**src/rtl/btn_pulse_gen.sv**
```systemverilog
// Push-button debouncer emitting a one-cycle d_pulse on each qualified press (and on each release when RELEASE_PULSE_EN is defined).
// Latency: the 2-flop sync plus STABLE_CYCLES samples, so level_out/d_pulse rise on edge 2+STABLE_CYCLES of a stable level.
// Backpressure: none; btn_in is sampled every cycle and d_pulse is a fire-and-forget strobe.
module btn_pulse_gen #(
    parameter int STABLE_CYCLES = 16,
    parameter int CNT_W         = 8
) (
    input  logic clk,
    input  logic reset,
    input  logic btn_in,
    output logic d_pulse,
    output logic level_out,
    output logic busy
);

    typedef enum logic [1:0] {
        IDLE_LOW  = 2'b00,
        WAIT_HIGH = 2'b01,
        IDLE_HIGH = 2'b10,
        WAIT_LOW  = 2'b11
    } state_t;

    localparam logic [CNT_W-1:0] CNT_ONE  = CNT_W'(1);
    localparam logic [CNT_W-1:0] CNT_LAST = CNT_W'(STABLE_CYCLES - 1);

`ifdef RELEASE_PULSE_EN
    localparam logic REL_PULSE = 1'b1;
`else
    localparam logic REL_PULSE = 1'b0;
`endif

    logic             sync_q1;
    logic             sync_q2;
    state_t           state;
    logic [CNT_W-1:0] cnt;

    always_ff @(posedge clk or posedge reset) begin
        if (reset) begin
            sync_q1 <= 1'b0;
            sync_q2 <= 1'b0;
        end else begin
            sync_q1 <= btn_in;
            sync_q2 <= sync_q1;
        end
    end

    // The first differing sample already counts as 1, so acceptance happens
    // on the edge where the counter would reach STABLE_CYCLES.
    always_ff @(posedge clk or posedge reset) begin
        if (reset) begin
            state     <= IDLE_LOW;
            cnt       <= '0;
            level_out <= 1'b0;
            d_pulse   <= 1'b0;
            busy      <= 1'b0;
        end else begin
            d_pulse <= 1'b0;
            case (state)
                IDLE_LOW: begin
                    level_out <= 1'b0;
                    if (sync_q2) begin
                        state <= WAIT_HIGH;
                        cnt   <= CNT_ONE;
                        busy  <= 1'b1;
                    end else begin
                        cnt  <= '0;
                        busy <= 1'b0;
                    end
                end
                WAIT_HIGH: begin
                    if (!sync_q2) begin
                        state     <= IDLE_LOW;
                        cnt       <= '0;
                        busy      <= 1'b0;
                        level_out <= 1'b0;
                    end else if (cnt == CNT_LAST) begin
                        state     <= IDLE_HIGH;
                        cnt       <= '0;
                        busy      <= 1'b0;
                        level_out <= 1'b1;
                        d_pulse   <= 1'b1;
                    end else begin
                        cnt       <= cnt + CNT_ONE;
                        busy      <= 1'b1;
                        level_out <= 1'b0;
                    end
                end
                IDLE_HIGH: begin
                    level_out <= 1'b1;
                    if (!sync_q2) begin
                        state <= WAIT_LOW;
                        cnt   <= CNT_ONE;
                        busy  <= 1'b1;
                    end else begin
                        cnt  <= '0;
                        busy <= 1'b0;
                    end
                end
                WAIT_LOW: begin
                    if (sync_q2) begin
                        state     <= IDLE_HIGH;
                        cnt       <= '0;
                        busy      <= 1'b0;
                        level_out <= 1'b1;
                    end else if (cnt == CNT_LAST) begin
                        state     <= IDLE_LOW;
                        cnt       <= '0;
                        busy      <= 1'b0;
                        level_out <= 1'b0;
                        d_pulse   <= REL_PULSE;
                    end else begin
                        cnt       <= cnt + CNT_ONE;
                        busy      <= 1'b1;
                        level_out <= 1'b1;
                    end
                end
                default: begin
                    state     <= IDLE_LOW;
                    cnt       <= '0;
                    busy      <= 1'b0;
                    level_out <= 1'b0;
                end
            endcase
        end
    end

endmodule

```
**config.mk**
```make
export PLATFORM = sky130hd
export DESIGN_NAME = btn_pulse_gen
export DESIGN_NICKNAME = d
export VERILOG_FILES = /design/src/rtl/btn_pulse_gen.sv
export SDC_FILE = /design/constraint.sdc
export NUM_CORES = 1
export LEC_CHECK = 0
export ABC_AREA = 1
export BUFFER_PORTS_ARGS = -buffer_cell sky130_fd_sc_hd__clkbuf_2
export CAP_MARGIN = 25
export CORE_MARGIN = 2
export CORE_UTILIZATION = 49
export DETAILED_ROUTE_END_ITERATION = 10
export PLACE_DENSITY = 0.7
export SYNTH_ARGS = -nofsm -noshare
export SYNTH_HDL_FRONTEND = slang
export SYNTH_SLANG_ARGS = --single-unit
export TNS_END_PERCENT = 5
```
**constraint.sdc**
```tcl
create_clock -name clk -period 1.1 [get_ports clk]
set_input_delay 0.11 -clock clk [delete_from_list [all_inputs] [get_ports clk]]
set_output_delay 0.11 -clock clk [all_outputs]
set_load 0.01 [all_outputs]
```
### Word-level counts from Yosys, hierarchy flattened

Index checks and enable logic that the tools add are counted.

| word-level totals | value |
|---|---|
| output and inout port bits | 3 |
| bits of input ports | 3 |
| word-level logic and storage cells | 42 |
| flip-flop bits (word level) | 15 |

| operators by class | value |
|---|---|
| equal/unequal tests | 8 |
| muxes and demuxes | 24 |
| add/sub/neg operators | 1 |
| reduce and logical (&&, ||, !) cells | 2 |

Operator list:

| operator | number |
|---|---|
| $pmux W8 S4 | 1 |
| $mux W8 | 3 |
| $mux W2 | 6 |
| $mux W1 | 11 |
| $add A8 B1 Y8 const B | 1 |
| $eq A8 B4 Y1 const B | 1 |
| $pmux W1 S4 | 2 |
| $pmux W2 S4 | 1 |
| $ne A3 B3 Y1 const B | 2 |
| $eq A2 B2 Y1 const B | 2 |
| $ne A2 B2 Y1 const B | 2 |
| $reduce_and A4 Y1 | 1 |
| $eq A2 B1 Y1 const B | 1 |
| $logic_not A2 Y1 | 1 |

### Longest topological paths before layout

Gate-level depths: netlist (run 1).

| logic depth | value |
|---|---|
| depth after elaboration | 4 |
| gate-level depth with buffers | 7 |
| depth with buffers taken out | 7 |

### Worst setup path after synthesis (run 1)

OpenSTA, ideal clock, no wires.

| timing path | value |
|---|---|
| kind | reg-to-reg |
| start point | register cnt[0] |
| end point | register cnt[4] |
| data arrival time | 0.972 ns |
| setup slack | 0.005 ns |
| data required time | 0.977 ns |
| period minus slack after synthesis | 1.095 ns |
| buffers on the path | 0 |
| library setup time | 0.123 ns |
| stages on the path, launching flop included | 7 |
| path through | dfrtp_1 > ha_1 > nand2_2 > nor2_4 > inv_2 > o21ai_4 > nor2_1 |

| on the way | value |
|---|---|
| longest elaborated chain between the ends | 4 |
| elaborated cells on any way between the ends | 6 |
| those cells by class | add/sub: 1; eq/ne: 1; mux: 4 |

Ends and longest elaborated chain:

| item | RTL line | RTL |
|---|---|---|
| start: declaration | 35 | `logic [CNT_W-1:0] cnt;` |
| start signal: assignment | 83 | `cnt <= cnt + CNT_ONE;` |
| start signal: assignment | 112 | `cnt <= cnt + CNT_ONE;` |
| $add A8 B1 Y8 or $eq A8 B4 Y1 (tied branches) | -- |  |
| $mux W8 (*) | 76, 105 |  |
| $mux W8, on equally long branches | 100, 71 |  |
| $pmux W8 S4 (*) | 58 | `case (state)` |

Every way passes the cells marked *; elsewhere a longest branch is shown, timed or not.
A chain may end at the register's enable or synchronous reset.

### Final worst setup path (run 1)

| timing path | value |
|---|---|
| start point | register cnt[0] |
| end point | register cnt[0] |

Same word-level chain as after synthesis.

==> flow_summary_export.csv, run 1 <==
group,metric,value,unit
logic_synthesis,number_of_nets_produced_by_synthesis,81,
cts,cts_inserted_buffers,3,
cts,cts.path.max_buffers,2,
sta,slew_headroom,63.1,%
logic_synthesis,synth.ff_latch_count,15,
sta,worst_slack,-80.9,ps
pwr,clock_network_fraction_of_design_power,32.4,%
finish,finish.net_count,97,
grt,number_of_antenna_violations_at_the_first_check_in_global_routing,0,
routing,drt-vias-per-instance,4.60,
cts,clockRootBuffer,"clkbuf_4",
finish,final_core_util,62.7,%
grt,global_route.usage.total,17.4,%
floorplan,design.core.area,0.00128,sq mm
cts,clock_transition_at_the_registers_of_the_reported_paths,80,ps
sta,final.setup.tns,-616,ps
logic_synthesis,synth_cells,77,
logic_synthesis,ys_warnings,0,
logic_synthesis,ys_seq_area_share,56.2,%
logic_synthesis,syn-cell-area,668,sq um
place,place_worst_setup_slack,-89.0,ps
pwr,net-switching-power,0.201,mW
finish,num-fill-cells,119,
critical_path,worstPathCellList,"ha_4 > nand2_4 > nor2_4 > nand4_1 > nand2_1 > nor2_1",
critical_path,endpoint_arrival_time_on_the_critical_path,1350,ps
floorplan,io_pins,6,
floorplan,floorplan.initialDensity,52.0,%
sta,timing.final.setup_violations,11,
min_path,hp-class,"flop to flop",
place,number_of_buffers_added_on_ports,5,
cts,cts_tree,"done",
place,dpl.hpwl,850,um
pwr,power.leakage,0.434,nW
critical_path,timing.critical_path.fanout_max,3,
status,run_status,"finished with violations",
sta,hold_viol_final,0,
critical_path,timing.critical_path.required,1270,ps
grt,pin_count_of_the_biggest_net_entering_global_routing,16,
status,failed_checks,"setup timing",
routing,post-route-drc-count,0,
floorplan,std_cell_rows,13,
critical_path,cp_num_buf_inv,0,
critical_path,critical-path-max-stage-delay,400,ps
floorplan,die_x,40.9,um
sta,fin_worst_hold_slack,369,ps
critical_path,critical_path.top_delay_family,"simple AND/OR/NAND/NOR gates",
cts,clock_sinks,15,
pwr,pwr-share-comb,5.8,%
floorplan,die_height,40.9,um
finish,final_cell_area,806,sq um
cts,number_of_levels_the_h_tree_was_split_into,1,
routing,totalWireLength,1.13,mm
sta,max_freq,0.847,GHz
routing,drt.antenna.violating_nets,0,
sta,post-route-period-util,107,%
sta,finalClockSkew,1.88,ps
critical_path,crit_path_start_kind,"flop",
logic_synthesis,synth.lib_cells_used.distinct,15,
routing,avgRoutedWirePerCell,10.5,um
critical_path,criticalPathCategory,"flop to flop",
routing,drt-initial-drc-count,12,
finish,num_antenna_cells,0,
grt,global_route.overflow_total,0,
critical_path,critical_path.slowest_cell,"dfrtp_1",
routing,drtPass1Iterations,5,
critical_path,worst_setup_path_startpoint,"cnt[0]",
pwr,switching_share,21.7,%
place,dpl_cell_area,742,sq um
logic_synthesis,post_synthesis_mean_instance_area,8.68,sq um
grt,first_global_vias,455,
pwr,internal-power,0.727,mW
sta,tightestPinTransition,552,ps
grt,wire_length_of_the_first_global_routing_pass,1.78,mm
sta,unrepaired_setup_endpoints_after_global_routing,"yes",
finish,area_growth_syn_to_layout,20.6,%
pwr,power_frac_seq,61.8,%
finish,final_layout_size_suffix_gt1_share,18.5,%
routing,vias,492,
place,gpl_congestion,0.771,
critical_path,worst_reg2reg_path_startpoint,"cnt[0]",
pwr,p_per_area,1150,mW/mm^2
cts,clock_network_latency_to_the_later_pin_of_the_worst_skew_pair,270,ps
run,max-cap-violations,0,
sta,finalMaxSlewViolations,0,
critical_path,worstSetupEndpointType,"flop",
floorplan,floorplan.die_area,0.00167,sq mm
pwr,max-vdd-ir-drop,0.000611,V
min_path,worst_hold_startpoint,"sync_q1",
sta,finalCriticalPeriod,1180,ps
## power by group through the flow
stage	sequential [mW]	clock [mW]	combinational [mW]
finish	0.574	0.301	0.0536
global route	0.575	0.331	0.0628
CTS	0.572	0.309	0.0530
detailed placement	0.582	0	0.0471
global placement	0.582	0	0.0455
floorplan	0.582	0	0.0291
## cells by family after synthesis
logic type / count (synthesis) / synth area share (%)
AND/OR/NAND/NOR: 45 / 29.0
flip-flops: 15 / 56.2
buffers and inverters: 12 / 6.74
AO/OA/AOI/OAI: 2 / 3.56
XOR/XNOR: 2 / 2.62
adder cells (fa/ha/maj): 1 / 1.87
## placed cells by master (no fill, tap or decap), types with 2 or more instances in the layout
cell type and instances:
nand2_1 20, clkbuf_2 5, clkbuf_4 3, buf_4 4
nand3_1 6, nor2_1 15, inv_1 11, dfrtp_1 15
dlygate4sd3_1 2
## worst register-to-register path, stage by stage (launching register included)
cell	delay [ps]
dfrtp_1	400
ha_4	160
nand2_4	50
nor2_4	110
nand4_1	150
nand2_1	150
nor2_1	50
## per-stage QoR
step | power, mW | cells
after floorplan | 0.611 | 77
after global placement | 0.628 | 101
after detailed placement | 0.629 | 101
after CTS | 0.933 | 107
after global routing | 0.969 | 107
final | 0.928 | 107
## layer usage
metal  vias to the layer above  part of all wire, %  track usage, %
met5                         -                    0               0
met4                         0                 0.98            10.0
met3                         2                  1.9            3.26
met2                         4                   47            29.3
met1                       224                   50            20.4
li1                        262                    -               -
## cell usage after synthesis
cell type | n | area share (%)
nand2_1 | 20 | 11
dfrtp_1 | 15 | 56
nor2_1 | 15 | 8.4
inv_1 | 11 | 6.2
nand3_1 | 6 | 4.5
and3b_1 | 1 | 1.3
ha_1 | 1 | 1.9
inv_2 | 1 | 0.56
nand2_2 | 1 | 0.94
nand4_1 | 1 | 0.94
nor2_4 | 1 | 1.7
o21ai_4 | 1 | 2.4
o21bai_1 | 1 | 1.1
xnor2_1 | 1 | 1.3
xor2_1 | 1 | 1.3
## registers in the layout (all words and copies together) (netlist names), named ones only
| signal | flops |
|---|---|
| sync_q2 | 1 |
| cnt | 8 |
| state | 1 |
| busy | 1 |
| d_pulse | 1 |
| level_out | 1 |
| sync_q1 | 1 |
## final timing paths
| path | slack [ps] | cells past startpoint | end |
|---|---|---|---|
| worst max register to register | -80 | 6 | cnt[0] |
| worst max-delay path | -80 | 6 | cnt[0] |
| max in group asynchronous | 330 | 3 | sync_q2 |
| worst min register to register | 370 | 0 | sync_q2 |
| worst min-delay path | 370 | 0 | sync_q2 |
| min in group asynchronous | 410 | 3 | cnt[2] |
## repair_timing
action | in CTS | in global routing
resized for setup | 1 | 2
endpoints found under the setup margin | 11 | 12
hold endpoints to repair | 16 | 0
hold buffers | 2 | 0
buffers inserted | 0 | 0
pin swaps | 2 | 0
## area by class of cell
class	count	area, sq um	share of cell area (%)
timing repair buffer	11	75.1	9.32
inverter	12	45.0	5.59
tap	15	18.8	2.33
sequential	15	375	46.6
clock buffer	4	26.3	3.26
multi-input combinational	50	265	32.9
Power figures use the tool's default switching activity.
==> run 2: changes to the inputs <==
==> constraint.sdc (replaced) <==
create_clock -name clk -period 1.1 [get_ports clk]
set_input_delay 0.11 -clock clk [delete_from_list [all_inputs] [get_ports clk]]
set_output_delay 0.11 -clock clk [all_outputs]
set_load 0.1 [all_outputs]
==> flow_summary_export.csv, run 2 (synthesized netlist as in run 1, its figures left out) <==
group,metric,value,unit
status,run_status,"finished with violations",
status,failed_checks,"setup timing",
place,place.detailed.instances,100,
floorplan,floorplan.die_area,0.00167,sq mm
sta,finalCriticalPeriod,1230,ps
critical_path,worstPathCellList,"ha_4 > nand2_4 > nor2_4 > nand4_1 > nand2_1 > nand2_1",
cts,clock_transition_at_the_registers_of_the_reported_paths,80,ps
finish,final_cell_area,853,sq um
routing,vias,517,
grt,first_global_vias,470,
sta,unrepaired_setup_endpoints_after_global_routing,"yes",
cts,clockRootBuffer,"clkbuf_4",
pwr,post-layout-total-power,0.957,mW
finish,final_cell_mix,"19 x nand2_1, 15 x nor2_1, 15 x dfrtp_1",
routing,post-route-drc-count,0,
finish,num-fill-cells,114,
place,dpl_cell_area,779,sq um
critical_path,timing.critical_path.fanout_max,3,
sta,max_freq,0.816,GHz
place,gpl_congestion,0.766,
routing,drt.antenna.violating_nets,0,
cts,cts.path.max_buffers,2,
floorplan,die_height,40.9,um
critical_path,critical-path-max-stage-delay,390,ps
finish,register_area,375,sq um
cts,clock_network_latency_to_the_later_pin_of_the_worst_skew_pair,280,ps
floorplan,die_x,40.9,um
finish,area_growth_syn_to_layout,27.7,%
cts,cts_inserted_buffers,3,
finish,multi_input_comb_area,268,sq um
critical_path,cp_num_buf_inv,0,
cts,clock_sinks,15,
routing,drt-initial-drc-count,12,
grt,global_route.usage.total,19.4,%
routing,totalWireLength,1.24,mm
finish,final_layout_size_suffix_gt1_share,19.6,%
critical_path,worstSetupEndpointType,"flop",
pwr,power.leakage,0.446,nW
sta,post-route-period-util,111,%
grt,pin_count_of_the_biggest_net_entering_global_routing,16,
sta,hold_viol_final,0,
critical_path,worst_path_most_repeated_cell,"nand2_1",
run,max-cap-violations,0,
finish,largest-register,"cnt",
finish,stdcell_count,107,
cts,cts_tree,"done",
sta,finalMaxSlewViolations,0,
finish,largest_register_ff_count,8,
critical_path,timing.critical_path.required,1280,ps
grt,global_route.overflow_total,0,
routing,drt-vias-per-instance,4.83,
critical_path,endpoint_arrival_time_on_the_critical_path,1400,ps
grt,wire_length_of_the_first_global_routing_pass,1.98,mm
sta,slew_headroom,62.3,%
place,number_of_buffers_added_on_ports,5,
critical_path,critical_path.top_delay_family,"simple AND/OR/NAND/NOR gates",
cts,number_of_levels_the_h_tree_was_split_into,1,
place,dpl.hpwl,908,um
sta,worst_slack,-126,ps
grt,number_of_antenna_violations_at_the_first_check_in_global_routing,0,
critical_path,criticalPathCategory,"flop to flop",
pwr,max-vdd-ir-drop,0.000839,V
critical_path,crit_path_start_kind,"flop",
floorplan,design.core.area,0.00128,sq mm
floorplan,floorplan.initialDensity,52.0,%
critical_path,critical_path.slowest_cell,"dfrtp_1",
floorplan,io_pins,6,
routing,drtPass1Iterations,4,
pwr,p_per_area,1120,mW/mm^2
sta,finalClockSkew,2.90,ps
sta,timing.final.setup_violations,12,
floorplan,std_cell_rows,13,
finish,layout.cells.most_common,"nand2_1",
sta,tightestPinTransition,564,ps
finish,num_antenna_cells,0,
routing,avgRoutedWirePerCell,11.6,um
min_path,hp-class,"flop to flop",
finish,finish.net_count,97,
==> run 2: cell count changes in the layout (fill, tap and decap cells not counted), sizes merged <==
cell and change:
buf +3, clkbuf -3
==> run 2: power by group <==
| part | leakage, nW | total [mW] | internal [mW] | switching (mW) |
|---|---|---|---|---|
| clock | 0.0150 | 0.307 | 0.141 | 0.166 |
| combinational | 0.233 | 0.0748 | 0.0305 | 0.0443 |
| sequential | 0.198 | 0.575 | 0.563 | 0.0119 |
| total | 0.446 | 0.957 | 0.735 | 0.222 |
==> run 2: timing repair <==
action                                 4_1_cts  5_1_grt
buffers inserted                             0        1
hold buffers                                 2        0
resized for setup                            1        3
endpoints found under the hold margin       16        0
setup endpoints to repair                   11       12
pin swaps                                    2        5
==> run 2: per-stage QoR <==
step	setup WS, ps	TNS (ps)	utilization, %	hold WS (ps)
6_report	-126	-930	66.4	370
3_5_place_dp	-90.5	-827	60.7	167
5_1_grt	-211	-1980	66.4	386
2_1_floorplan	4.94	0	-	11.5
3_3_place_gp	-55.1	-366	60.7	167
4_1_cts	-93.7	-858	64.5	376
==> run 2: worst paths after layout <==
check                        start         to  slack [ps]  depth (start not counted)
max reg2reg                 cnt[1]       flop        -130                          6
max                         cnt[1]       flop        -130                          6
min                        sync_q1    sync_q2         370                          0
max in group asynchronous    reset    d_pulse         330                          3
min in group asynchronous    reset  async pin         400                          3
min reg2reg                sync_q1    sync_q2         370                          0
==> run 2: metal layers <==
layer | share of wire [%] | track usage (%) | wire, um | vias up
met5 | 0 | 0 | 0 | -
met4 | 3.1 | 15.0 | 38 | 0
met3 | 3.1 | 5.43 | 39 | 5
met2 | 49 | 28.9 | 604 | 7
met1 | 45 | 23.4 | 557 | 241
li1 | - | - | - | 264
==> run 2: area by class of cell <==
type	instances	share of cell area, %
flip-flops and latches	15	44.0
multi-input cells	50	31.4
repair buffers	11	14.1
inverters	12	5.28
clock buffers	4	3.08
well taps	15	2.20
==> run 3: changes to the inputs <==
--- a/config.mk
+++ b/config.mk
@@ -8,7 +8,6 @@
 export ABC_AREA = 1
 export BUFFER_PORTS_ARGS = -buffer_cell sky130_fd_sc_hd__clkbuf_2
 export CAP_MARGIN = 25
-export CORE_MARGIN = 2
 export CORE_UTILIZATION = 49
 export DETAILED_ROUTE_END_ITERATION = 10
 export PLACE_DENSITY = 0.7
==> flow_summary_export.csv, run 3 (synthesized netlist as in run 1, its figures left out) <==
group,metric,value,unit
status,run_status,"finished with violations",
status,failed_checks,"setup timing",
place,gpl_congestion,0.762,
finish,finish.net_count,98,
grt,global_route.usage.total,19.7,%
routing,drt.antenna.violating_nets,0,
cts,clockRootBuffer,"clkbuf_4",
finish,area_growth_syn_to_layout,27.3,%
finish,stdcell_count,107,
pwr,max-vdd-ir-drop,0.00108,V
floorplan,std_cell_rows,12,
routing,vias,505,
finish,largest-register,"cnt",
critical_path,worst_path_most_repeated_cell,"nand2_1",
sta,max_freq,0.833,GHz
critical_path,timing.critical_path.required,1280,ps
place,dpl.hpwl,815,um
finish,num-fill-cells,87,
finish,layout.cells.most_common,"nand2_1",
floorplan,die_x,38.9,um
critical_path,crit_path_start_kind,"flop",
finish,num_antenna_cells,0,
critical_path,critical_path.top_delay_family,"simple AND/OR/NAND/NOR gates",
cts,cts_tree,"done",
sta,finalCriticalPeriod,1200,ps
critical_path,critical_path.slowest_cell,"dfrtp_1",
critical_path,critical-path-max-stage-delay,360,ps
routing,drt-vias-per-instance,4.72,
pwr,post-layout-total-power,0.952,mW
run,max-cap-violations,0,
sta,timing.final.setup_violations,12,
grt,first_global_vias,466,
critical_path,endpoint_arrival_time_on_the_critical_path,1380,ps
floorplan,die_height,38.9,um
routing,drt-initial-drc-count,3,
pwr,p_per_area,1120,mW/mm^2
finish,final_layout_size_suffix_gt1_share,21.5,%
critical_path,cp_num_buf_inv,0,
critical_path,timing.critical_path.fanout_max,3,
sta,finalClockSkew,1.09,ps
place,place.detailed.instances,101,
finish,largest_register_ff_count,8,
grt,pin_count_of_the_biggest_net_entering_global_routing,16,
floorplan,design.core.area,0.00119,sq mm
critical_path,criticalPathCategory,"flop to flop",
grt,global_route.overflow_total,0,
finish,final_cell_mix,"19 x nand2_1, 15 x nor2_1, 15 x dfrtp_1",
sta,hold_viol_final,0,
routing,avgRoutedWirePerCell,10.3,um
floorplan,io_pins,6,
cts,clock_network_latency_to_the_later_pin_of_the_worst_skew_pair,280,ps
cts,clock_transition_at_the_registers_of_the_reported_paths,80,ps
pwr,power.leakage,0.453,nW
routing,post-route-drc-count,0,
place,number_of_buffers_added_on_ports,5,
sta,worst_slack,-101,ps
grt,number_of_antenna_violations_at_the_first_check_in_global_routing,0,
cts,cts_setup_buffers,0,
sta,tightestPinTransition,545,ps
cts,cts_inserted_buffers,3,
min_path,hp-class,"flop to flop",
grt,wire_length_of_the_first_global_routing_pass,1.86,mm
floorplan,floorplan.die_area,0.00152,sq mm
cts,cts.path.max_buffers,2,
routing,totalWireLength,1.10,mm
critical_path,worstPathCellList,"ha_2 > nand2_4 > nor2_4 > nand4_1 > nand2_1 > nand2_1",
cts,clock_sinks,15,
sta,finalMaxSlewViolations,0,
sta,post-route-period-util,109,%
sta,unrepaired_setup_endpoints_after_global_routing,"yes",
routing,drtPass1Iterations,3,
cts,number_of_levels_the_h_tree_was_split_into,1,
sta,slew_headroom,63.6,%
floorplan,floorplan.initialDensity,56.3,%
critical_path,worstSetupEndpointType,"flop",
-- run 3: cell types whose count changed in the layout (fill, tap and decap cells not counted) --
| cell | previous run | this run |
|---|---|---|
| buf_4 | 4 | 5 |
| clkbuf_1 | 1 | 0 |
| clkinv_2 | 0 | 1 |
| ha_2 | 0 | 1 |
| ha_4 | 1 | 0 |
-- run 3: final timing paths --
path / startpoint / end / slack, ps / depth (start not counted)
max in group asynchronous: reset / cnt[5] / 340 / 3
hold / removal: sync_q1 / sync_q2 / 360 / 0
hold reg to reg: sync_q1 / sync_q2 / 360 / 0
min in group asynchronous: reset / state[0] / 410 / 3
setup / recovery: cnt[0] / flop / -100 / 6
setup reg to reg: cnt[0] / flop / -100 / 6
-- run 3: power breakdown --
part           internal, mW  switching, mW
Combinational        0.0279         0.0442
Sequential            0.563        0.00987
Clock                 0.135          0.171
-- run 3: worst register-to-register path: cells and delay by family (launching register included) --
family / cells / cell delay, ps
adders and majority gates: 1 / 210
DFF: 1 / 360
and+or+nand+nor: 5 / 530
-- run 3: metrics by stage --
step                      setup WS [ps]  TNS (ps)  hold WS [ps]  utilization, %  instance area, sq um
after floorplan                    4.94         0          11.5               -                   668
after global placement            -58.0      -311           156            66.9                   793
after detailed placement          -94.0      -719           162            66.9                   793
after CTS                          -106      -854           361            71.1                   843
after global routing               -160     -1670           364            71.7                   851
final                              -101      -788           355            71.7                   851
-- run 3: area by class of cell --
cell class	instances	area [sq um]	area share [%]
repair buffers	12	128	15.0
well taps	14	17.5	2.06
inverters	12	45.0	5.29
clock inverters	1	5.00	0.588
flip-flops and latches	15	375	44.1
multi-input cells	50	258	30.3
clock buffers	3	22.5	2.65
-- run 3: layer usage --
metal  track usage (%)  routed length (um)  up-vias
li1                  -                   -      268
met2              32.9                 547       10
met3              10.4                  55        3
met4              5.17                   9        0
met5                 0                   0        -
met1              21.6                 492      224
-- run 3: what timing repair did --
action / in CTS / in global routing
gates resized for setup: 1 / 2
endpoints found under the setup margin: 11 / 12
endpoints found under the hold margin: 16 / 0
pin swaps: 3 / 0
hold buffers: 2 / 0
